`config.mk`:
```
export PLATFORM = sky130hd
export DESIGN_NAME = pe_mac_acc
export DESIGN_NICKNAME = d
export VERILOG_FILES = /design/src/rtl/pe_pkg.sv /design/src/rtl/pe_drain_fifo.sv /design/src/rtl/pe_mac_acc.sv
export SDC_FILE = /design/constraint.sdc
export NUM_CORES = 1
export LEC_CHECK = 0
export ABC_CLOCK_PERIOD_IN_PS = 5700
export CELL_PAD_IN_SITES_DETAIL_PLACEMENT = 0
export CELL_PAD_IN_SITES_GLOBAL_PLACEMENT = 1
export CORE_ASPECT_RATIO = 0.75
export CORE_MARGIN = 1
export CORE_UTILIZATION = 40
export DETAILED_ROUTE_END_ITERATION = 12
export HOLD_SLACK_MARGIN = 0.1
export PLACE_DENSITY_LB_ADDON = 0.1
export SLEW_MARGIN = 25
export SYNTH_ARGS = -nofsm -noshare
export SYNTH_HDL_FRONTEND = slang
export SYNTH_SLANG_ARGS = --single-unit
```
`constraint.sdc`:
```
create_clock -name clk -period 5.7 [get_ports clk]
set_clock_uncertainty 0.1 [all_clocks]
set_input_delay 1.14 -clock clk [delete_from_list [all_inputs] [get_ports clk]]
set_output_delay 1.14 -clock clk [all_outputs]
set_load 0.005 [all_outputs]
```
`src/rtl/pe_pkg.sv`:
```
// Shared helpers for the MAC processing element: operand-mode encoding and
// the fixed-point round/saturate functions used when a result is formed.
package pe_pkg;

  localparam bit MODE_UNSIGNED = 1'b0;
  localparam bit MODE_SIGNED   = 1'b1;

  // Result formation runs at a fixed 64-bit width so any ACC_LEN up to 62 fits.
  localparam int WIDE = 64;
  typedef logic [WIDE-1:0] wide_t;

  typedef struct packed {
    logic  sat;
    wide_t val;
  } clamp_t;

  function automatic wide_t round_shift(input wide_t val, input int unsigned shift,
                                        input bit mode);
    wide_t biased;
    biased = val;
    if (shift != 0) biased = val + (wide_t'(1) << (shift - 1));
    if (mode == MODE_SIGNED) return wide_t'($signed(biased) >>> shift);
    return biased >> shift;
  endfunction

  function automatic clamp_t sat_clamp(input wide_t val, input int unsigned out_len,
                                       input bit mode);
    wide_t  hi;
    wide_t  lo;
    clamp_t r;
    r.sat = 1'b0;
    r.val = val;
    if (mode == MODE_SIGNED) begin
      hi = (wide_t'(1) << (out_len - 1)) - wide_t'(1);
      lo = ~hi;
      if ($signed(val) > $signed(hi)) begin
        r.sat = 1'b1;
        r.val = hi;
      end else if ($signed(val) < $signed(lo)) begin
        r.sat = 1'b1;
        r.val = lo;
      end
    end else begin
      hi = (wide_t'(1) << out_len) - wide_t'(1);
      if (val > hi) begin
        r.sat = 1'b1;
        r.val = hi;
      end
    end
    return r;
  endfunction

endpackage

```
`src/rtl/pe_drain_fifo.sv`:
```
// Two-entry valid/ready FIFO for the result drain chain; accepts a push in the
// same cycle as a pop even when full. The head reads 0 whenever it is empty.
module pe_drain_fifo #(
  parameter int W = 16
) (
  input  logic         clk,
  input  logic         sys_rst_n,
  input  logic         push_val,
  input  logic [W-1:0] push_data,
  output logic         push_rdy,
  input  logic         pop_rdy,
  output logic         head_val,
  output logic [W-1:0] head_data
);

  localparam int DEPTH = 2;

  logic [W-1:0] mem_q [DEPTH];
  logic         rd_ptr_q;
  logic         wr_ptr_q;
  logic [1:0]   count_q;
  logic [1:0]   count_d;
  logic         push;
  logic         pop;
  logic [DEPTH-1:0] wr_en;

  assign head_val  = (count_q != 2'd0);
  assign head_data = head_val ? mem_q[rd_ptr_q] : '0;
  assign pop       = head_val && pop_rdy;
  assign push_rdy  = (count_q < 2'd2) || pop;
  assign push      = push_val && push_rdy;

  genvar gi;
  generate
    for (gi = 0; gi < DEPTH; gi++) begin : g_wr_en
      assign wr_en[gi] = push && (wr_ptr_q == 1'(gi));
    end
  endgenerate

  always_comb begin
    count_d = count_q;
    case ({push, pop})
      2'b10:   count_d = count_q + 2'd1;
      2'b01:   count_d = count_q - 2'd1;
      default: count_d = count_q;
    endcase
  end

  always_ff @(posedge clk or negedge sys_rst_n) begin
    if (!sys_rst_n) begin
      for (int i = 0; i < DEPTH; i++) mem_q[i] <= '0;
      rd_ptr_q <= 1'b0;
      wr_ptr_q <= 1'b0;
      count_q  <= 2'd0;
    end else begin
      for (int i = 0; i < DEPTH; i++) begin
        if (wr_en[i]) mem_q[i] <= push_data;
      end
      if (push) wr_ptr_q <= ~wr_ptr_q;
      if (pop)  rd_ptr_q <= ~rd_ptr_q;
      count_q <= count_d;
    end
  end

endmodule

```
`src/rtl/pe_mac_acc.sv`:
```
// Systolic-array MAC element: forwards operands east/south, accumulates one
// output element, rounds/saturates it and merges it into the drain chain.
module pe_mac_acc
  import pe_pkg::*;
#(
  parameter int IN_LEN      = 8,
  parameter int ACC_LEN     = 24,
  parameter int OUT_LEN     = 16,
  parameter int FRAC_SHIFT  = 0,
  parameter int SIGNED_MODE = 1
) (
  input  logic               clk,
  input  logic               sys_rst_n,
  input  logic               cal_en,
  input  logic               cal_done,
  input  logic [IN_LEN-1:0]  westin,
  input  logic [IN_LEN-1:0]  northin,
  output logic               n_cal_en,
  output logic               n_cal_done,
  output logic [IN_LEN-1:0]  eastout,
  output logic [IN_LEN-1:0]  southout,
  input  logic               din_val,
  input  logic [OUT_LEN-1:0] din,
  output logic               din_rdy,
  output logic               dout_val,
  output logic [OUT_LEN-1:0] dout,
  input  logic               dout_rdy,
  output logic               ovf_err,
  output logic               sat_flag
);

  localparam int PW   = 2 * IN_LEN;
  localparam bit MODE = (SIGNED_MODE != 0) ? MODE_SIGNED : MODE_UNSIGNED;

  logic                     en_q, done_q;
  logic [ACC_LEN-1:0]       product_q, product_d;
  logic [ACC_LEN-1:0]       acc_q, acc_d, final_sum;
  logic signed [PW-1:0]     w_ext, n_ext, prod_raw;
  logic                     n_cal_en_q, n_cal_done_q;
  logic [IN_LEN-1:0]        eastout_q, southout_q;
  wide_t                    fin_wide, rounded;
  clamp_t                   clamp;
  logic                     res_valid;
  logic [OUT_LEN-1:0]       res_data;
  logic                     unused_clamp_hi;
  logic                     pend_valid_q, pend_valid_d;
  logic [OUT_LEN-1:0]       pend_q, pend_d;
  logic                     ovf_q, ovf_d, sat_q, sat_d;
  logic                     fifo_rdy, push_val;
  logic [OUT_LEN-1:0]       push_data;

  assign n_cal_en   = n_cal_en_q;
  assign n_cal_done = n_cal_done_q;
  assign eastout    = eastout_q;
  assign southout   = southout_q;
  assign ovf_err    = ovf_q;
  assign sat_flag   = sat_q;

  always_comb begin
    if (MODE == MODE_SIGNED) begin
      w_ext = PW'($signed(westin));
      n_ext = PW'($signed(northin));
    end else begin
      w_ext = PW'(westin);
      n_ext = PW'(northin);
    end
    prod_raw  = w_ext * n_ext;
    product_d = '0;
    if (cal_en) begin
      if (MODE == MODE_SIGNED) product_d = ACC_LEN'(prod_raw);
      else                     product_d = ACC_LEN'($unsigned(prod_raw));
    end
  end

  // Completing sum bypasses acc so the next accumulation starts from 0 without a bubble.
  always_comb begin
    final_sum = acc_q + product_q;
    res_valid = en_q && done_q;
    acc_d     = acc_q;
    if (en_q) acc_d = done_q ? '0 : final_sum;
    if (MODE == MODE_SIGNED) fin_wide = WIDE'($signed(final_sum));
    else                     fin_wide = WIDE'(final_sum);
    rounded  = round_shift(fin_wide, FRAC_SHIFT, MODE);
    clamp    = sat_clamp(rounded, OUT_LEN, MODE);
    res_data = clamp.val[OUT_LEN-1:0];
  end

  assign unused_clamp_hi = ^clamp.val[WIDE-1:OUT_LEN];

  // The pending local result always wins the FIFO write port over upstream words.
  assign din_rdy   = !pend_valid_q && fifo_rdy;
  assign push_val  = pend_valid_q || (din_val && din_rdy);
  assign push_data = pend_valid_q ? pend_q : din;

  always_comb begin
    pend_valid_d = pend_valid_q && !fifo_rdy;
    pend_d       = pend_q;
    ovf_d        = ovf_q;
    sat_d        = 1'b0;
    if (res_valid) begin
      if (pend_valid_q && !fifo_rdy) begin
        ovf_d = 1'b1;
      end else begin
        pend_valid_d = 1'b1;
        pend_d       = res_data;
        sat_d        = clamp.sat;
      end
    end
  end

  always_ff @(posedge clk or negedge sys_rst_n) begin
    if (!sys_rst_n) begin
      en_q         <= 1'b0;
      done_q       <= 1'b0;
      product_q    <= '0;
      acc_q        <= '0;
      n_cal_en_q   <= 1'b0;
      n_cal_done_q <= 1'b0;
      eastout_q    <= '0;
      southout_q   <= '0;
      pend_valid_q <= 1'b0;
      pend_q       <= '0;
      ovf_q        <= 1'b0;
      sat_q        <= 1'b0;
    end else begin
      en_q         <= cal_en;
      done_q       <= cal_en && cal_done;
      product_q    <= product_d;
      acc_q        <= acc_d;
      n_cal_en_q   <= cal_en;
      n_cal_done_q <= cal_done;
      eastout_q    <= cal_en ? westin : '0;
      southout_q   <= cal_en ? northin : '0;
      pend_valid_q <= pend_valid_d;
      pend_q       <= pend_d;
      ovf_q        <= ovf_d;
      sat_q        <= sat_d;
    end
  end

  pe_drain_fifo #(.W(OUT_LEN)) u_fifo (
    .clk       (clk),
    .sys_rst_n (sys_rst_n),
    .push_val  (push_val),
    .push_data (push_data),
    .push_rdy  (fifo_rdy),
    .pop_rdy   (dout_rdy),
    .head_val  (dout_val),
    .head_data (dout)
  );

endmodule

```
==> results of run 1 <==
-- cell usage after synthesis, types with 6 or more instances --
cell	count	area [µm²]
clkbuf_1	21	78.83
o21bai_1	7	52.55
and2_1	67	419.2
o22ai_1	10	62.56
ha_1	53	663.1
nor3_1	6	30.03
mux2i_1	32	320.3
nand2_1	78	292.8
o21ai_1	9	45.04
nor2_1	72	270.3
xor2_1	19	166.4
nor2b_1	7	43.79
o21ai_0	32	160.2
a22o_1	6	52.55
xnor2_1	21	183.9
inv_1	100	375.4
o2bb2ai_1	15	131.4
nand3_1	7	35.03
buf_2	7	35.03
fa_1	56	1121
a21o_1	10	75.07
dfrtp_1	114	2853
a21oi_1	48	240.2
-- power by group through the flow --
stage	sequential (µW)	combinational (µW)	clock, µW
2_1_floorplan	1230	2080	0
3_3_place_gp	1330	2910	0
3_5_place_dp	1340	2960	0
4_1_cts	1330	2980	1150
5_1_grt	1360	3300	1180
6_report	1330	2940	1120
-- routing by layer --
| layer | share of wire | vias to the layer above |
|---|---|---|
| met1 | 0.47 | 3124 |
| met5 | 0 | - |
| met4 | 0.017 | 0 |
| met3 | 0.032 | 24 |
| met2 | 0.48 | 123 |
| li1 | - | 3126 |
-- cell families (layout without fill, tap and decap cells) --
kind of cell,after synthesis,count (layout)
compound gates,180,180
xor+xnor,40,40
fa+ha+maj,109,109
buf+inv,133,256
flops,114,114
mux,32,32
simple gates,263,263
-- cell type report --
class	count	area (µm²)	share of cell area
clock buffer	17	425.4	0.04113
clock inverter	15	195.2	0.01887
inverter	100	375.4	0.03629
multi-input combinational	624	5027	0.4860
sequential	114	2854	0.2759
tap	282	352.8	0.03411
timing repair buffer	124	1114	0.1077
-- worst max-delay path by stage --
stage	slack, ns	endpoint	from	cells after the start
global route	0.003	product_q[14]	northin[6]	18
finish	0.27	product_q[22]	northin[2]	18
detailed placement	-0.32	product_q[22]	northin[4]	18
floorplan	0.34	product_q[14]	northin[4]	19
CTS	0.12	product_q[22]	northin[4]	19
global placement	-0.24	product_q[22]	northin[4]	18
-- metrics by stage --
step                        util  setup TNS (ns)  instances
final                     0.5075               0       1276
after global routing      0.5075               0       1276
after CTS                 0.5072               0       1276
after detailed placement  0.4767         -0.7972       1244
after global placement    0.4761         -0.6522       1244
after floorplan                -               0        871
-- worst max-delay path: cells and delay by family --
kind	cells	cell delay, ns
AOI/OAI and AO/OA	5	0.88
xor gates and xnor gates	1	0.11
adders and majority gates	5	2.33
buffers and inverters	5	0.78
and+or+nand+nor	2	0.40
-- registers in the layout, indices dropped and copies added, names as in the netlist --
signal and count:
u_fifo.mem_q 32, acc_q 24, pend_q 16, product_q 16
eastout 8, southout 8, u_fifo.count_q 2, done_q 1
n_cal_done 1, n_cal_en 1, ovf_err 1, pend_valid_q 1
sat_flag 1, u_fifo.rd_ptr_q 1, u_fifo.wr_ptr_q 1
-- timing repair --
action / in CTS / in global routing
gates resized for setup: 0 / 2
endpoints found under the hold margin: 0 / 0
setup buffers: 0 / 0
hold buffers: 0 / 0
setup endpoints to repair: 0 / 2
==> flow_summary.toml, run 1 <==
[final_layout]
finalNetCount = 1128
syn2layout_area_growth_pct = 23.20
mostFrequentLayoutCells = "113 x dfrtp_1, 100 x inv_1, 78 x nand2_1"
final_area_um2 = 10340
fillers = 1910
layout_commonest_cell = "dfrtp_1"
insertedDiodeCount = 0
drive_above_1_share = 0.1107

[clocking]
h-tree-depth = 4
cts_tree = "done"
numClockSinks = 114
clk_pin_slew_ns = 0.05
numCtsBuffers = 17
cts-root-buf = "clkbuf_16"
clk_latency_ns = 0.42
clockBufferDepth = 2

[critical_path]
cpMaxStageDelayCell = "clkdlybuf4s50_1"
cp_slowest_stage_delay_ns = 0.58
timing.rr.start = "product_q[0]"
start_kind = "input port"
r2r_end = "pend_q[10]"
path_max_fanout = 8
end_kind = "flip-flop"
crit_type = "input port to flip-flop"
r2r_setup_slack_ns = 1.83
reg2reg_depth = 12
crit_chain = "clkdlybuf4s50_1 > and2_1 > fa_1 > inv_1 > fa_1 > inv_1 > fa_1 > inv_1 > fa_1 > inv_1 > ha_1 > a21oi_1 > o21bai_1 > a21oi_1 > o21ai_0 > o41ai_2 > xnor2_1 > and2_1"
cp.arrival_ns = 5.63
critPathRequiredTime_ns = 5.90

[synth]
ys_seq_elements = 114
synth_cells = 871
synth_xor_area_frac = 0.04173
synth_top_flop_cell = "dfrtp_1"
ys_seq_area_frac = 0.3398
yosysUniqueCellTypes = 62
async_flop_share = 1.000
synth_compound_area_frac = 0.1502
synth_fa_ha_area_frac = 0.2125
synth-edff-count = 0
synth_area_per_cell_um2 = 9.639
syn-cell-area_um2 = 8396
syn_nets = 1018
synth_top_family_by_area = "adder cells"
yosys-mux-area-fraction = 0.03815
yosys_warnings = 0
synth-simple-area-share = 0.1535

[floorplan]
die_h_um = 127.5
initial_core_util = 0.4119
dieArea_um2 = 21580
io_pins = 76
rows = 45
core_um2 = 20380
die_w_um = 169.3

[detailed_routing]
drc = 0
routed_via_density = 5.013
wl_mm = 20.55
routedWlPerCell_um = 16.10
dr_total_vias = 6397
drtPass1Iterations = 5
ant_nets = 0
drt_iter0_drc = 294

[power_and_ir_drop]
ir_worst_vdd_uv = 250.7
p_int_uw = 3165
power_per_cell_area_nw_per_um2 = 521.3
swShare = 0.4131
pwr-share-clk = 0.208
p_sw_uw = 2227
pwr-share-seq = 0.246
p_leak_uw = 0.004882
p_comb_frac = 0.546
power_uw = 5392

[global_routing]
grt_max_degree = 64
grt_overflow_total = 0
grt_pass1_wl_mm = 34.16
grt_pass1_vias = 6620
met2_usage = 0.3370
antenna_found_initial = 0
grt_util_all_layers = 0.2035
global_route.usage.met1 = 0.2700
grt_util_met3 = 0.03903
grt_busiest_layer = "met2"

[sta]
timing.final.crit_share = 0.9522
max_slew_margin = 0.3306
tightest_slew_ns = 1.004
fin_ws_ns = 0.2723
hold_slack_ns = 0.3743
drv_slew = 0
hold_violations = 0
grt_setup_unrepaired = "false"
setup_viol_count_final = 0
post-route-min-period_ns = 5.428
max_freq_mhz = 184.2

[placement]
dp_hpwl_mm = 16.01
preCtsSetupSlack_ns = -0.3233
place_congestion = 0.8835
placed_area_um2 = 9717
portBuffers = 75

[min_path]
hold_path.class = "flip-flop to flip-flop"
hold_start = "u_fifo.mem_q[4]"
worstHoldPathCells = 2
hold_end = "u_fifo.mem_q[4]"

[run]
maxCapViolations = 0

[outcome]
status = "completed"
(Power assumes the default switching activity.)
==> run 2, diff against run 1 <==
--- a/config.mk
+++ b/config.mk
@@ -5,7 +5,7 @@
 export SDC_FILE = /design/constraint.sdc
 export NUM_CORES = 1
 export LEC_CHECK = 0
-export ABC_CLOCK_PERIOD_IN_PS = 5700
+export ABC_CLOCK_PERIOD_IN_PS = 4700
 export CELL_PAD_IN_SITES_DETAIL_PLACEMENT = 0
 export CELL_PAD_IN_SITES_GLOBAL_PLACEMENT = 1
 export CORE_ASPECT_RATIO = 0.75
@@ -14,6 +14,7 @@
 export DETAILED_ROUTE_END_ITERATION = 12
 export HOLD_SLACK_MARGIN = 0.1
 export PLACE_DENSITY_LB_ADDON = 0.1
+export SKIP_LAST_GASP = 1
 export SLEW_MARGIN = 25
 export SYNTH_ARGS = -nofsm -noshare
 export SYNTH_HDL_FRONTEND = slang
==> constraint.sdc (replaced) <==
create_clock -name clk -period 4.7 [get_ports clk]
set_clock_uncertainty 0.1 [all_clocks]
set_input_delay 0.94 -clock clk [delete_from_list [all_inputs] [get_ports clk]]
set_output_delay 0.94 -clock clk [all_outputs]
set_load 0.005 [all_outputs]
==> run 2 against run 1 <==
Effect of this change:
- design area grew 1.4%
- first-iteration DRC count grew 57%
- utilization grew 0.70 points
- cell count up 0.55%
==> flow_summary.toml, run 2 (synthesized netlist as in run 1, its figures left out) <==
[critical_path]
cpMaxStageDelayCell = "fa_1"
path_depth = 19
start_kind = "input port"
reg2reg_depth = 12
end_kind = "flip-flop"
critPathRequiredTime_ns = 4.91
crit_chain = "clkbuf_2 > buf_6 > and2_4 > fa_1 > inv_1 > fa_1 > inv_1 > fa_1 > inv_1 > fa_1 > inv_2 > ha_4 > a21oi_2 > o21bai_1 > a21oi_2 > o21ai_2 > o41ai_2 > xnor2_1 > and2_1"
cp_slowest_stage_delay_ns = 0.53
crit_type = "input port to flip-flop"
path_max_fanout = 6
critical_path.top_delay_family = "adder cells"
path_buf_inv = 6
cp.arrival_ns = 4.80
cp_common_cell = "fa_1"

[final_layout]
multiInputGateArea_um2 = 5200
layout_commonest_cell = "dfrtp_1"
largest_reg_flops = 32
final_area_um2 = 10490
register_area_um2 = 2853
syn2layout_area_growth_pct = 24.90
regMostFlops = "u_fifo.mem_q"
drive_above_1_share = 0.1688
finalNetCount = 1135
insertedDiodeCount = 0
final_util = 0.5145
fillers = 1940
reg_top3 = "u_fifo.mem_q x32, acc_q x24"
mostFrequentLayoutCells = "114 x dfrtp_1, 93 x inv_1, 75 x nand2_1"

[power_and_ir_drop]
power_uw = 6754
power_per_cell_area_nw_per_um2 = 644.0
ir_worst_vdd_uv = 420.4
p_leak_uw = 0.004915

[min_path]
hold_path.class = "flip-flop to flip-flop"
worstHoldPathCells = 2

[sta]
tightest_slew_ns = 0.9931
max_slew_margin = 0.3363
grt_setup_unrepaired = "true"
post-route-min-period_ns = 4.588
drv_slew = 0
timing.final.crit_share = 0.9761
hold_violations = 0
setup_viol_count_final = 0
max_freq_mhz = 218.0

[detailed_routing]
drtPass1Iterations = 5
routedWlPerCell_um = 16.89
wl_mm = 21.67
drt_iter0_drc = 461
routed_via_density = 5.106
ant_nets = 0
drc = 0
dr_total_vias = 6551

[global_routing]
grt_util_all_layers = 0.2179
grt_util_met3 = 0.04306
met2_usage = 0.3028
grt_overflow_total = 0
grt_max_degree = 66
global_route.usage.met1 = 0.3433
grt_pass1_wl_mm = 36.05
antenna_found_initial = 0
grt_busiest_layer = "met1"
grt_pass1_vias = 6697

[placement]
place_congestion = 0.8369
portBuffers = 75
placed_area_um2 = 9853
dp_hpwl_mm = 16.76

[run]
maxCapViolations = 0

[floorplan]
dieArea_um2 = 21580
die_w_um = 169.3
rows = 45
initial_core_util = 0.4119
die_h_um = 127.5
core_um2 = 20380
io_pins = 76

[clocking]
cts-root-buf = "clkbuf_16"
clk_latency_ns = 0.43
h-tree-depth = 4
clockBufferDepth = 2
cts_tree = "done"
numCtsBuffers = 17
numClockSinks = 114
clk_pin_slew_ns = 0.06

[outcome]
status = "completed"
==> run 2: cell types whose count changed in the layout (fill, tap and decap cells not counted), sizes merged <==
| cell | previous run | this run |
|---|---|---|
| inv | 106 | 110 |
| bufinv | 3 | 1 |
| clkbuf | 17 | 26 |
| clkdlybuf4s50 | 72 | 57 |
| clkinv | 4 | 0 |
| clkinvlp | 2 | 4 |
| buf | 51 | 65 |
| dlymetal6s2s | 1 | 0 |
==> run 2: layout make-up <==
class / instances / area share
multi-input cells: 624 / 0.4959
repair buffers: 131 / 0.1061
inverters: 100 / 0.03639
well taps: 282 / 0.03365
flip-flops and latches: 114 / 0.2720
clock buffers: 17 / 0.04057
clock inverters: 15 / 0.01539
==> run 2: power by group <==
group,internal (µW),total (µW),switching (µW)
combinational,1790,3850,2060
clock,755,1310,557
sequential,1340,1590,255
total,3890,6750,2870
==> run 2: timing repair <==
item,in CTS,in global routing
hold buffers,0,0
endpoints found under the setup margin,6,4
pin swaps,16,16
setup buffers,3,1
resized for setup,51,39
==> run 2: through the flow <==
step	hold slack [ns]	setup TNS (ns)	cells	setup WS, ns
floorplan	0.3496	-0.06911	871	-0.03773
global placement	0.3622	-4.600	1247	-0.8035
detailed placement	0.3769	-5.094	1247	-0.8702
CTS	0.3912	-0.1298	1282	-0.08598
global route	0.4001	-0.05055	1283	-0.05055
finish	0.3888	0	1283	0.1123
==> run 2: path summary, 6_finish.rpt <==
check	to	from	slack, ns
min in group asynchronous	product_q[3]	sys_rst_n	0.51
max	product_q[22]	northin[3]	0.11
max in group asynchronous	u_fifo.mem_q[16]	sys_rst_n	3.01
min	u_fifo.mem_q[1]	u_fifo.mem_q[1]	0.39
min reg2reg	u_fifo.mem_q[1]	u_fifo.mem_q[1]	0.39
max reg2reg	pend_q[10]	acc_q[0]	0.89
==> run 2: per-layer routing <==
metal / up-vias / routed length, µm
met1: 3251 / 11520
met4: 0 / 189
met5: - / 0
met2: 130 / 9036
met3: 17 / 921
li1: 3153 / -
==> run 2: worst reg2reg max path, cell delays in order, from the launching register on <==
cell,delay (ns)
dfrtp_1,0.35
ha_1,0.21
inv_1,0.07
fa_1,0.39
nand2b_1,0.19
a21oi_2,0.21
o21ai_1,0.16
a2111oi_2,0.40
nor2_1,0.11
xor2_1,0.40
a41oi_2,0.56
nor3b_1,0.46
nor3_2,0.07
==> run 3, diff against run 2 <==
--- a/config.mk
+++ b/config.mk
@@ -18,4 +18,5 @@
 export SLEW_MARGIN = 25
 export SYNTH_ARGS = -nofsm -noshare
 export SYNTH_HDL_FRONTEND = slang
+export SYNTH_HIERARCHICAL = 1
 export SYNTH_SLANG_ARGS = --single-unit
==> run 3 against run 2 <==
Effect of this change:
- sequential share of layout area shrank 0.71 points
- worst setup slack improved by 0.049 ns
- utilization fell by 0.59 points
- power up 4.2%
- die area increased by 3.3%
- combinational power grew 8.3%
- register-to-register slack worse by 0.11 ns
- first-iteration DRC count is 45% lower
- global-route usage fell by 2.1 points
- clock power down 5%
==> flow_summary.toml, run 3 <==
[clocking]
cts-root-buf = "clkbuf_16"
clk_pin_slew_ns = 0.06
cts_hold_buffers = 0
numClockSinks = 114
cts_tree = "done"
clockBufferDepth = 2
clk_latency_ns = 0.41
numCtsBuffers = 17
h-tree-depth = 4

[final_layout]
syn2layout_area_growth_pct = 24.17
mostFrequentLayoutCells = "113 x dfrtp_1, 112 x inv_1, 61 x and2_1"
final_util = 0.5086
stdcell_count = 1290
reg_top3 = "u_fifo/mem_q x32, acc_q x24"
largest_reg_flops = 32
drive_above_1_share = 0.2216
insertedDiodeCount = 0
fillers = 1971
layout_commonest_cell = "dfrtp_1"
finalNetCount = 1136
regMostFlops = "u_fifo/mem_q"

[synth]
synth_cells = 869
syn_nets = 1016
ys_seq_elements = 114
netlist.area_leader.share = 0.3289
yosys_warnings = 6
synth-edff-count = 0
ys_top_cells_by_count = "122 x inv_1, 114 x dfrtp_1, 66 x and2_1"
synth_area_leader_cell = "dfrtp_1"
async_flop_share = 1.000
synth_area_per_cell_um2 = 9.982
synth_most_common_cell = "inv_1"
yosysUniqueCellTypes = 66
synth_top_flop_cell = "dfrtp_1"
syn-cell-area_um2 = 8675
synthTopCellsByArea = "dfrtp_1 33%, fa_1 13%, ha_1 7.6%, inv_1 5.3%, and2_1 4.8%"
ys_seq_area_frac = 0.3289

[global_routing]
antenna_found_initial = 0
grt_overflow_total = 0
grt_util_all_layers = 0.1965
grt_max_degree = 70
grt_pass1_vias = 6696
grt_pass1_wl_mm = 34.09

[sta]
drv_slew = 0
tightest_slew_ns = 0.8456
timing.final.crit_share = 0.9657
max_slew_margin = 0.4363
setup_viol_count_final = 0
hold_violations = 0
max_freq_mhz = 220.3
setup_tns_ns = 0
post-route-min-period_ns = 4.539

[power_and_ir_drop]
pwr-share-clk = 0.176
ir_worst_vdd_uv = 255.7
p_int_uw = 4195
p_comb_frac = 0.592
pwr-share-seq = 0.232
p_leak_uw = 0.004998
p_sw_uw = 2840
swShare = 0.4036
power_per_cell_area_nw_per_um2 = 653.1

[placement]
placedCellCount = 1252
dp_hpwl_mm = 15.30
place_congestion = 0.8455
portBuffers = 75

[critical_path]
path_max_fanout = 9
timing.rr.start = "product_q[22]"
reg2reg_depth = 11
crit_type = "input port to flip-flop"
cp.arrival_ns = 4.74
end_kind = "flip-flop"
r2r_setup_slack_ns = 0.78
critPathRequiredTime_ns = 4.90
start_kind = "input port"
cp-startpoint = "northin[3]"

[floorplan]
rows = 46
initial_core_util = 0.4096
core_um2 = 21180
io_pins = 76
die_h_um = 129.5
dieArea_um2 = 22290
die_w_um = 172.0

[detailed_routing]
ant_nets = 0
routedWlPerCell_um = 15.68
wl_mm = 20.23
routed_via_density = 4.923
dr_total_vias = 6351
drc = 0
drt_iter0_drc = 253
drtPass1Iterations = 5

[min_path]
hold_path.class = "input port to asynchronous set/reset pin"

[outcome]
status = "completed"

[run]
maxCapViolations = 0
run 3: cell count changes after synthesis, sizes merged, moves of 6 or more:
cell	previous run	this run
a21oi	54	33
a22o	6	0
and2b	0	7
clkbuf	21	14
inv	100	122
mux2	0	48
mux2i	32	17
nand2	78	54
nor2	72	48
nor2b	7	14
o22ai	10	23
o2bb2ai	15	0
run 3: kinds of logic after synthesis:
| logic type | count (synthesis) | synth area share |
|---|---|---|
| AOI/OAI and AO/OA | 149 | 0.1131 |
| xor gates and xnor gates | 40 | 0.04039 |
| adders and majority gates | 109 | 0.2057 |
| buffers and inverters | 152 | 0.07371 |
| DFF | 114 | 0.3289 |
| muxes | 65 | 0.09058 |
| and+or+nand+nor | 240 | 0.1477 |
run 3: layout make-up:
class	count	area, µm²	area share
Multi-Input combinational cell	603	5379	0.4994
Sequential cell	114	2854	0.2650
Inverter	123	469.2	0.04356
Tap cell	288	360.3	0.03345
Clock buffer	18	429.2	0.03984
Timing Repair Buffer	130	1149	0.1066
Clock inverter	14	131.4	0.01220
run 3: repair_timing:
| item | CTS | global route |
|---|---|---|
| pin swaps | 9 | 22 |
| hold endpoints to repair | 0 | 0 |
| buffers inserted | 1 | 4 |
| setup endpoints to repair | 7 | 4 |
| resized for setup | 49 | 65 |
run 3: final timing paths:
check | to
min in group clk | pend_q[10]
max in group asynchronous | eastout[0]
min reg2reg | pend_q[10]
max | product_q[12]
min | acc_q[19]
max reg2reg | pend_q[9]
run 3: stage by stage:
| stage | hold slack (ns) | power [µW] | setup WS (ns) | cell area, µm² |
|---|---|---|---|---|
| 2_1_floorplan | 0.3444 | 4541 | -0.03771 | 8851 |
| 3_3_place_gp | 0.3733 | 5692 | -0.8268 | 10100 |
| 3_5_place_dp | 0.3756 | 5763 | -0.8481 | 10100 |
| 4_1_cts | 0.3886 | 7075 | 0.004288 | 10720 |
| 5_1_grt | 0.3660 | 7676 | -0.00006617 | 10770 |
| 6_report | 0.3562 | 7035 | 0.1611 | 10770 |
run 3: routing by layer:
layer	part of all wire	GRT usage	wire length, µm	vias up
met3	0.033	0.03818	662	12
met2	0.44	0.3034	8897	109
met5	0	0	0	-
li1	-	-	-	3117
met4	0.0084	0.05154	170	0
met1	0.52	0.2812	10500	3113
run 3: worst max-delay path: stages:
cell and delay (ns):
clkbuf_4 0.16, and2_4 0.15, fa_1 0.55, inv_2 0.05
fa_1 0.49, inv_2 0.04, fa_1 0.49, inv_2 0.04
fa_1 0.48, inv_2 0.05, ha_4 0.29, a21oi_4 0.06
o21bai_1 0.17, a21oi_2 0.08, o21bai_1 0.19, a21oi_2 0.09
buf_4 0.13, xnor2_1 0.12, and2_1 0.17
run 3: power by group through the flow:
stage	Sequential, µW	Clock (µW)	Combinational [µW]
global placement	1630	0	4070
CTS	1630	1270	4170
global route	1670	1320	4690
finish	1630	1240	4170
detailed placement	1640	0	4120
floorplan	1520	0	3030
